===== src/rtl/uart_show_tx_pkg.sv =====
// Shared types and constants for the debug-snapshot UART transmitter.
package uart_show_tx_pkg;

  localparam int unsigned UART_DATA_BITS = 8;
  localparam int unsigned SHOW_MAX_BYTES = 16;
  localparam int unsigned SHOW_LEN_W     = 5;
  localparam int unsigned BAUD_CNT_W     = 16;
  localparam int unsigned BIT_IDX_W      = 3;
  localparam int unsigned DROP_CNT_W     = 8;

  typedef enum logic [1:0] {IDLE, START, DATA, STOP} tx_state_t;

  // Requested byte count limited to the snapshot width.
  function automatic logic [SHOW_LEN_W-1:0] clamp_len(input logic [SHOW_LEN_W-1:0] len,
                                                      input logic [SHOW_LEN_W-1:0] max_len);
    return (len > max_len) ? max_len : len;
  endfunction

endpackage


===== src/rtl/uart_show_tx_if.sv =====
// Snapshot handshake plus UART line/status bundle.
interface uart_show_tx_if
  import uart_show_tx_pkg::*;
#(
  parameter int unsigned MAX_BYTES = SHOW_MAX_BYTES
) ();

  logic [MAX_BYTES*UART_DATA_BITS-1:0] tx_show;
  logic [SHOW_LEN_W-1:0]               show_len;
  logic                                show_valid;
  logic                                show_ready;
  logic                                tx;
  logic                                busy;
  logic [DROP_CNT_W-1:0]               drop_cnt;

  modport master (
    output tx_show, show_len, show_valid,
    input  show_ready, tx, busy, drop_cnt
  );

  modport slave (
    input  tx_show, show_len, show_valid,
    output show_ready, tx, busy, drop_cnt
  );

endinterface


===== src/rtl/uart_show_tx_bit_timer.sv =====
// Baud counter: one-cycle bit_tick_c at the end of every CLK_DIV-cycle bit period.
module uart_bit_timer
  import uart_show_tx_pkg::*;
#(
  parameter int unsigned CLK_DIV = 868
) (
  input  logic clk,
  input  logic reset,
  input  logic en,
  input  logic clr,
  output logic bit_tick_c
);

  localparam logic [BAUD_CNT_W-1:0] LAST_CNT = BAUD_CNT_W'(CLK_DIV - 1);

  logic [BAUD_CNT_W-1:0] cnt_q, cnt_d;

  always_comb begin
    cnt_d      = cnt_q;
    bit_tick_c = en && (cnt_q == LAST_CNT);
    if (clr) begin
      cnt_d = '0;
    end else if (en) begin
      cnt_d = bit_tick_c ? '0 : cnt_q + BAUD_CNT_W'(1);
    end
  end

  always_ff @(posedge clk) begin
    if (reset) cnt_q <= '0;
    else       cnt_q <= cnt_d;
  end

endmodule


===== src/rtl/uart_show_tx.sv =====
// Captures a trace snapshot and sends its valid bytes, most significant first, as 8N1 UART.
module uart_show_tx
  import uart_show_tx_pkg::*;
#(
  parameter int unsigned CLK_DIV   = 868,
  parameter int unsigned MAX_BYTES = SHOW_MAX_BYTES
) (
  input  logic           clk,
  input  logic           reset,
  uart_show_tx_if.slave  bus
);

  localparam int unsigned SHREG_W   = MAX_BYTES * UART_DATA_BITS;
  localparam int unsigned BIT_SEL_W = $clog2(SHREG_W);
  localparam logic [BIT_IDX_W-1:0] LAST_BIT = BIT_IDX_W'(UART_DATA_BITS - 1);

  tx_state_t             state_q, state_d;
  logic [SHREG_W-1:0]    shreg_q, shreg_d;
  logic [SHOW_LEN_W-1:0] byte_idx_q, byte_idx_d;
  logic [BIT_IDX_W-1:0]  bit_idx_q, bit_idx_d;
  logic [DROP_CNT_W-1:0] drop_q, drop_d;
  logic                  tx_q, tx_d;
  logic                  ready_q, ready_d;
  logic                  busy_q, busy_d;

  logic [SHOW_LEN_W-1:0] eff_len_c;
  logic [BIT_SEL_W-1:0]  bit_sel_c;
  logic                  bit_tick_c;

  uart_bit_timer #(.CLK_DIV(CLK_DIV)) u_bit_timer (
    .clk        (clk),
    .reset      (reset),
    .en         (state_q != IDLE),
    .clr        (state_q == IDLE),
    .bit_tick_c (bit_tick_c)
  );

  assign eff_len_c = clamp_len(bus.show_len, SHOW_LEN_W'(MAX_BYTES));

  // Next state, datapath and registered line/status outputs.
  always_comb begin
    state_d    = state_q;
    shreg_d    = shreg_q;
    byte_idx_d = byte_idx_q;
    bit_idx_d  = bit_idx_q;
    drop_d     = drop_q;

    unique case (state_q)
      IDLE: begin
        if (bus.show_valid && (eff_len_c != '0)) begin
          shreg_d    = bus.tx_show;
          byte_idx_d = eff_len_c - SHOW_LEN_W'(1);
          bit_idx_d  = '0;
          state_d    = START;
        end
      end
      START: begin
        if (bit_tick_c) begin
          bit_idx_d = '0;
          state_d   = DATA;
        end
      end
      DATA: begin
        if (bit_tick_c) begin
          if (bit_idx_q == LAST_BIT) state_d = STOP;
          else                       bit_idx_d = bit_idx_q + BIT_IDX_W'(1);
        end
      end
      STOP: begin
        if (bit_tick_c) begin
          if (byte_idx_q != '0) begin
            byte_idx_d = byte_idx_q - SHOW_LEN_W'(1);
            state_d    = START;
          end else begin
            state_d = IDLE;
          end
        end
      end
      default: state_d = IDLE;
    endcase

    // Ready is registered, so a pulse on the return-to-IDLE cycle is still a drop.
    if (bus.show_valid && (state_q != IDLE) && (drop_q != '1)) begin
      drop_d = drop_q + DROP_CNT_W'(1);
    end

    bit_sel_c = BIT_SEL_W'({byte_idx_d, bit_idx_d});
    unique case (state_d)
      START:   tx_d = 1'b0;
      DATA:    tx_d = shreg_d[bit_sel_c];
      default: tx_d = 1'b1;
    endcase
    ready_d = (state_d == IDLE);
    busy_d  = ~ready_d;
  end

  always_ff @(posedge clk) begin
    if (reset) begin
      state_q    <= IDLE;
      shreg_q    <= '0;
      byte_idx_q <= '0;
      bit_idx_q  <= '0;
      drop_q     <= '0;
      tx_q       <= 1'b1;
      ready_q    <= 1'b1;
      busy_q     <= 1'b0;
    end else begin
      state_q    <= state_d;
      shreg_q    <= shreg_d;
      byte_idx_q <= byte_idx_d;
      bit_idx_q  <= bit_idx_d;
      drop_q     <= drop_d;
      tx_q       <= tx_d;
      ready_q    <= ready_d;
      busy_q     <= busy_d;
    end
  end

  assign bus.tx         = tx_q;
  assign bus.show_ready = ready_q;
  assign bus.busy       = busy_q;
  assign bus.drop_cnt   = drop_q;

endmodule


===== src/flat_wrapper.sv =====
// flat-port wrapper written by rule: the top's interface ports become plain ports
module uart_show_tx_flat import uart_show_tx_pkg::*;
#(
  parameter int unsigned CLK_DIV   = 868,
  parameter int unsigned MAX_BYTES = SHOW_MAX_BYTES
)
  (clk, reset, bus_tx_show, bus_show_len, bus_show_valid, bus_show_ready, bus_tx, bus_busy, bus_drop_cnt);
  uart_show_tx_if #(.MAX_BYTES(MAX_BYTES)) bus_i ();
  input  logic clk;
  input  logic reset;
  input wire logic [$bits(bus_i.tx_show)-1:0] bus_tx_show;
  input wire logic [$bits(bus_i.show_len)-1:0] bus_show_len;
  input wire logic [$bits(bus_i.show_valid)-1:0] bus_show_valid;
  output wire logic [$bits(bus_i.show_ready)-1:0] bus_show_ready;
  output wire logic [$bits(bus_i.tx)-1:0] bus_tx;
  output wire logic [$bits(bus_i.busy)-1:0] bus_busy;
  output wire logic [$bits(bus_i.drop_cnt)-1:0] bus_drop_cnt;
  assign bus_i.tx_show = bus_tx_show;
  assign bus_i.show_len = bus_show_len;
  assign bus_i.show_valid = bus_show_valid;
  assign bus_show_ready = bus_i.show_ready;
  assign bus_tx = bus_i.tx;
  assign bus_busy = bus_i.busy;
  assign bus_drop_cnt = bus_i.drop_cnt;
  uart_show_tx #(.CLK_DIV(CLK_DIV), .MAX_BYTES(MAX_BYTES)) u_core (.clk(clk), .reset(reset), .bus(bus_i));
endmodule

===== config.mk =====
export PLATFORM = sky130hd
export DESIGN_NAME = uart_show_tx_flat
export DESIGN_NICKNAME = d
export VERILOG_FILES = /design/src/rtl/uart_show_tx_pkg.sv /design/src/rtl/uart_show_tx_if.sv /design/src/rtl/uart_show_tx_bit_timer.sv /design/src/rtl/uart_show_tx.sv /design/src/flat_wrapper.sv
export SDC_FILE = /design/constraint.sdc
export NUM_CORES = 1
export LEC_CHECK = 0
export ABC_AREA = 1
export CAP_MARGIN = 20
export CORE_MARGIN = 1
export CORE_UTILIZATION = 48
export DETAILED_ROUTE_END_ITERATION = 10
export PLACE_DENSITY = 0.79
export SLEW_MARGIN = 20
export SYNTH_ARGS = -nofsm -noshare
export SYNTH_HDL_FRONTEND = slang
export SYNTH_SLANG_ARGS = --single-unit

===== constraint.sdc =====
create_clock -name clk -period 2.6 [get_ports clk]
set_input_delay 0.52 -clock clk [delete_from_list [all_inputs] [get_ports clk]]
set_output_delay 0.52 -clock clk [all_outputs]
set_load 0.03 [all_outputs]

==> flow_metrics.tcl <==
set metrics [dict create \
    run_status "finished with violations" \
    violations "setup timing" \
    dpl.hpwl_mm 15.9 \
    io_pins 147 \
    dp_cells 1460 \
    max_stage_delay_ns 0.39 \
    use_met3_pct 5.42 \
    dpl_worst_slack_ns -0.818 \
    post-route-util_pct 75.9 \
    relSlewSlack_pct 53.5 \
    routed_wl_mm 27.6 \
    clockRootBuffer "clkbuf_16" \
    hold-path-endpoint "u_core.u_bit_timer.cnt_q[0]" \
    r2r_start "u_core.byte_idx_q[0]" \
    use_met1_pct 35.9 \
    initial_core_util_pct 49.7 \
    first_iter_violations 933 \
    fin_area_sq_um 12100 \
    cts_sinks 165 \
    drtPass1Iterations 6 \
    drc 0 \
    leakage_nw 5.31 \
    nNetsFinal 1432 \
    ant_nets 0 \
    first_global_vias 7806 \
    h-tree-depth 4 \
    crit_type "reg2reg" \
    irDropWorstVdd_mv 0.436 \
    die_width_um 131 \
    synth_edf_count 0 \
    grt.busiest_layer "met2" \
    cts_hold_buf 0 \
    max_cap_viol_count 0 \
    cp.arrival_ns 3.02 \
    synth_top_area_cell "dfxtp_1" \
    clockBufferDepth 2 \
    grt_overflow 0 \
    num_rows 46 \
    slowest_stage "dfxtp_2" \
    syn_nets 1181 \
    placed_cell_area_sq_um 10500 \
    reg2reg_depth 17 \
    grt_max_degree 139 \
    cp.required_ns 2.91 \
    grt_pass1_wl_mm 37.9 \
    yosys-top-cells-area "dfxtp_1 (42%), nand3_1 (11%), mux2i_1 (10%)" \
    startpoint_type "register" \
    worstPathMaxFanout 7 \
    cts_tree "built" \
    crit_chain "inv_1 -> ha_1 -> inv_1 -> nor3_1 -> nand2_1 -> inv_1 -> nor3_1 -> inv_1 -> nor2_2 -> o22ai_4 -> buf_4 -> nand3_2 -> nand3_1 -> nand3_2 -> nand3_1 -> nand3_1 -> nand3_1" \
    cts-buffers-inserted 17 \
    clock_skew_ns 0.0110 \
    synth_cells 1036 \
    synthArstFlopShare_pct 0 \
    grt_usage_pct 28.7 \
    ys_ff_latch 165 \
    syn_avg_cell_area_sq_um 7.67 \
    regArea_sq_um 3320 \
    worstHoldStart "u_core.u_bit_timer.cnt_q[0]" \
    min_period_over_period_pct 104 \
    multi_input_comb_area_sq_um 4640 \
    finalHoldViolations 0 \
    met2_usage_pct 47.7 \
    r2r_end "u_core.bus.tx" \
    ys_seq_area_share_pct 41.6 \
    finalSetupViolCount 1 \
    synth-warning-count 0 \
    worstMarginPinSlew_ns 0.697 \
    vias 8553 \
    post_layout_nonfiller_instances 1516 \
    min_path_cells 1 \
    fin_crit_ns 2.72 \
    slew_viol_final 0 \
    n_antenna_cell 0 \
    netlist_area_sq_um 7950 \
    port-buffer-count 146 \
    syn2layout_area_growth_pct 52.9 \
    clk_pin_slew_ns 0.07 \
    core_sq_um 16000 \
    end_kind "register" \
    worstSkewPairLatency_ns 0.43 \
    die_h_um 131 \
    synthFlopType "dfxtp_1" \
    worst_slack_ns -0.116 \
    die-area_sq_um 17100 \
    ys_types 41 \
    via_per_inst 5.64 \
    place.gp.congestion 0.896 \
    antenna_found_initial 0 \
    r2r_slack_ns -0.12 \
    power_density_nw_per_um2 619 \
    fillCellCount 1030 \
    drive_above_1_share_pct 26.3 \
    fmax_ghz 0.368 \
    hold_path_class "reg2reg" \
    wl_per_cell_um 18.2 \
    yosysTopAreaCellShare_pct 41.6 \
]
layout make-up:
type,count,area share [%]
Multi-Input combinational cell,753,38.2
Clock buffer,21,3.79
Tap cell,216,2.22
Inverter,61,2.03
Timing Repair Buffer,289,24.6
Clock inverter,11,1.80
Sequential cell,165,27.3
placed cells by master, fill, tap and decap left out, types with 5 or more instances in the layout:
cell | netlist | final
o21ai_0 | 51 | 18
inv_1 | 53 | 50
xor2_1 | 5 | 5
dlymetal6s2s_1 | 0 | 5
nand3_1 | 177 | 147
o21ai_1 | 0 | 9
mux2i_1 | 81 | 62
dfxtp_1 | 165 | 157
buf_12 | 0 | 19
a21oi_1 | 13 | 13
nand3_2 | 0 | 30
clkbuf_16 | 0 | 21
nand4_1 | 6 | 6
o21a_1 | 7 | 7
inv_2 | 5 | 5
mux2i_2 | 0 | 6
o211ai_1 | 6 | 6
buf_4 | 16 | 113
mux2i_4 | 0 | 13
nor3b_1 | 9 | 9
nor2_1 | 175 | 170
clkdlybuf4s50_1 | 0 | 139
bufinv_16 | 0 | 6
nor2_4 | 2 | 5
o21ai_2 | 0 | 24
dfxtp_2 | 0 | 6
nor3_1 | 7 | 7
nand2_2 | 6 | 12
nand2_1 | 135 | 126
ha_1 | 9 | 5
or2_2 | 42 | 42
per-stage QoR:
step,hold slack [ns],power (W),setup TNS (ns)
after global routing,0.455,0.00776,-0.286
after global placement,0.431,0.00424,-2.45
final,0.443,0.00752,-0.116
after detailed placement,0.443,0.00427,-8.05
after floorplan,0.418,0.00355,0
after CTS,0.452,0.00727,-0.174
worst max-delay path by stage:
stage                          from       endpoint  slack, ns  cells past startpoint
6_report       u_core.byte_idx_q[0]  u_core.bus.tx      -0.12                     17
5_1_grt        u_core.byte_idx_q[0]  u_core.bus.tx      -0.29                     17
4_1_cts             bus_show_len[0]  u_core.bus.tx      -0.17                     20
3_5_place_dp        bus_show_len[4]  u_core.bus.tx      -0.82                     19
3_3_place_gp        bus_show_len[4]  u_core.bus.tx      -0.73                     19
2_1_floorplan       bus_show_len[4]  u_core.bus.tx       0.05                     18
cells by family after synthesis:
logic type                 after synthesis  share of synthesized area (%)
muxes                                   81                           10.2
and+or+nand+nor                        566                           32.6
adders and majority gates                9                           1.42
DFF                                    165                           41.6
AOI/OAI and AO/OA                       91                           6.65
buffers and inverters                  119                           7.04
xor gates and xnor gates                 5                          0.551
routing by layer:
metal | up-vias | part of all wire, %
li1 | 3954 | -
met1 | 3940 | 38
met2 | 540 | 49
met3 | 119 | 8.2
met4 | 0 | 4.5
met5 | - | 0
synthesized netlist by cell type, types with 5 or more instances:
library cell	instances
nand3_1	177
buf_4	16
nand4_1	6
a22oi_1	5
inv_1	53
a21oi_1	13
ha_1	9
nor3b_1	9
nor2_1	175
o21ai_0	51
o21a_1	7
nand2_1	135
buf_2	15
inv_2	5
clkbuf_1	23
nand2_2	6
mux2i_1	81
or2_2	42
o211ai_1	6
nor3_1	7
xor2_1	5
dfxtp_1	165
worst max-delay path, delay by kind of cell (launching register included):
family	cells	cell delay, ns
AO/OA/AOI/OAI	1	0.15
buffers and inverters	5	0.60
AND/OR/NAND/NOR	10	1.22
flip-flops	1	0.39
adder cells (fa/ha/maj)	1	0.22
what timing repair did:
| action | in CTS | in global routing |
|---|---|---|
| gates cloned | 4 | 6 |
| gates resized for setup | 38 | 144 |
| buffers inserted | 5 | 9 |
| pin swaps | 14 | 31 |
| setup endpoints to repair | 1 | 1 |
power breakdown:
part	internal (W)	total [W]	switching, W
clock network	0.00186	0.00293	0.00107
logic	0.000944	0.00180	0.000860
registers	0.00271	0.00279	0.0000738
total	0.00552	0.00752	0.00200
state kept, by name, summed over array words and instances (netlist names):
signal,count
u_core.bus.tx,1
u_core.shreg_q,128
u_core.bus.busy,1
u_core.bit_idx_q,3
u_core.u_bit_timer.cnt_q,16
u_core.byte_idx_q,5
u_core.state_q,2
u_core.bus.show_ready,1
u_core.bus.drop_cnt,8
Power figures use the tool's default switching activity.
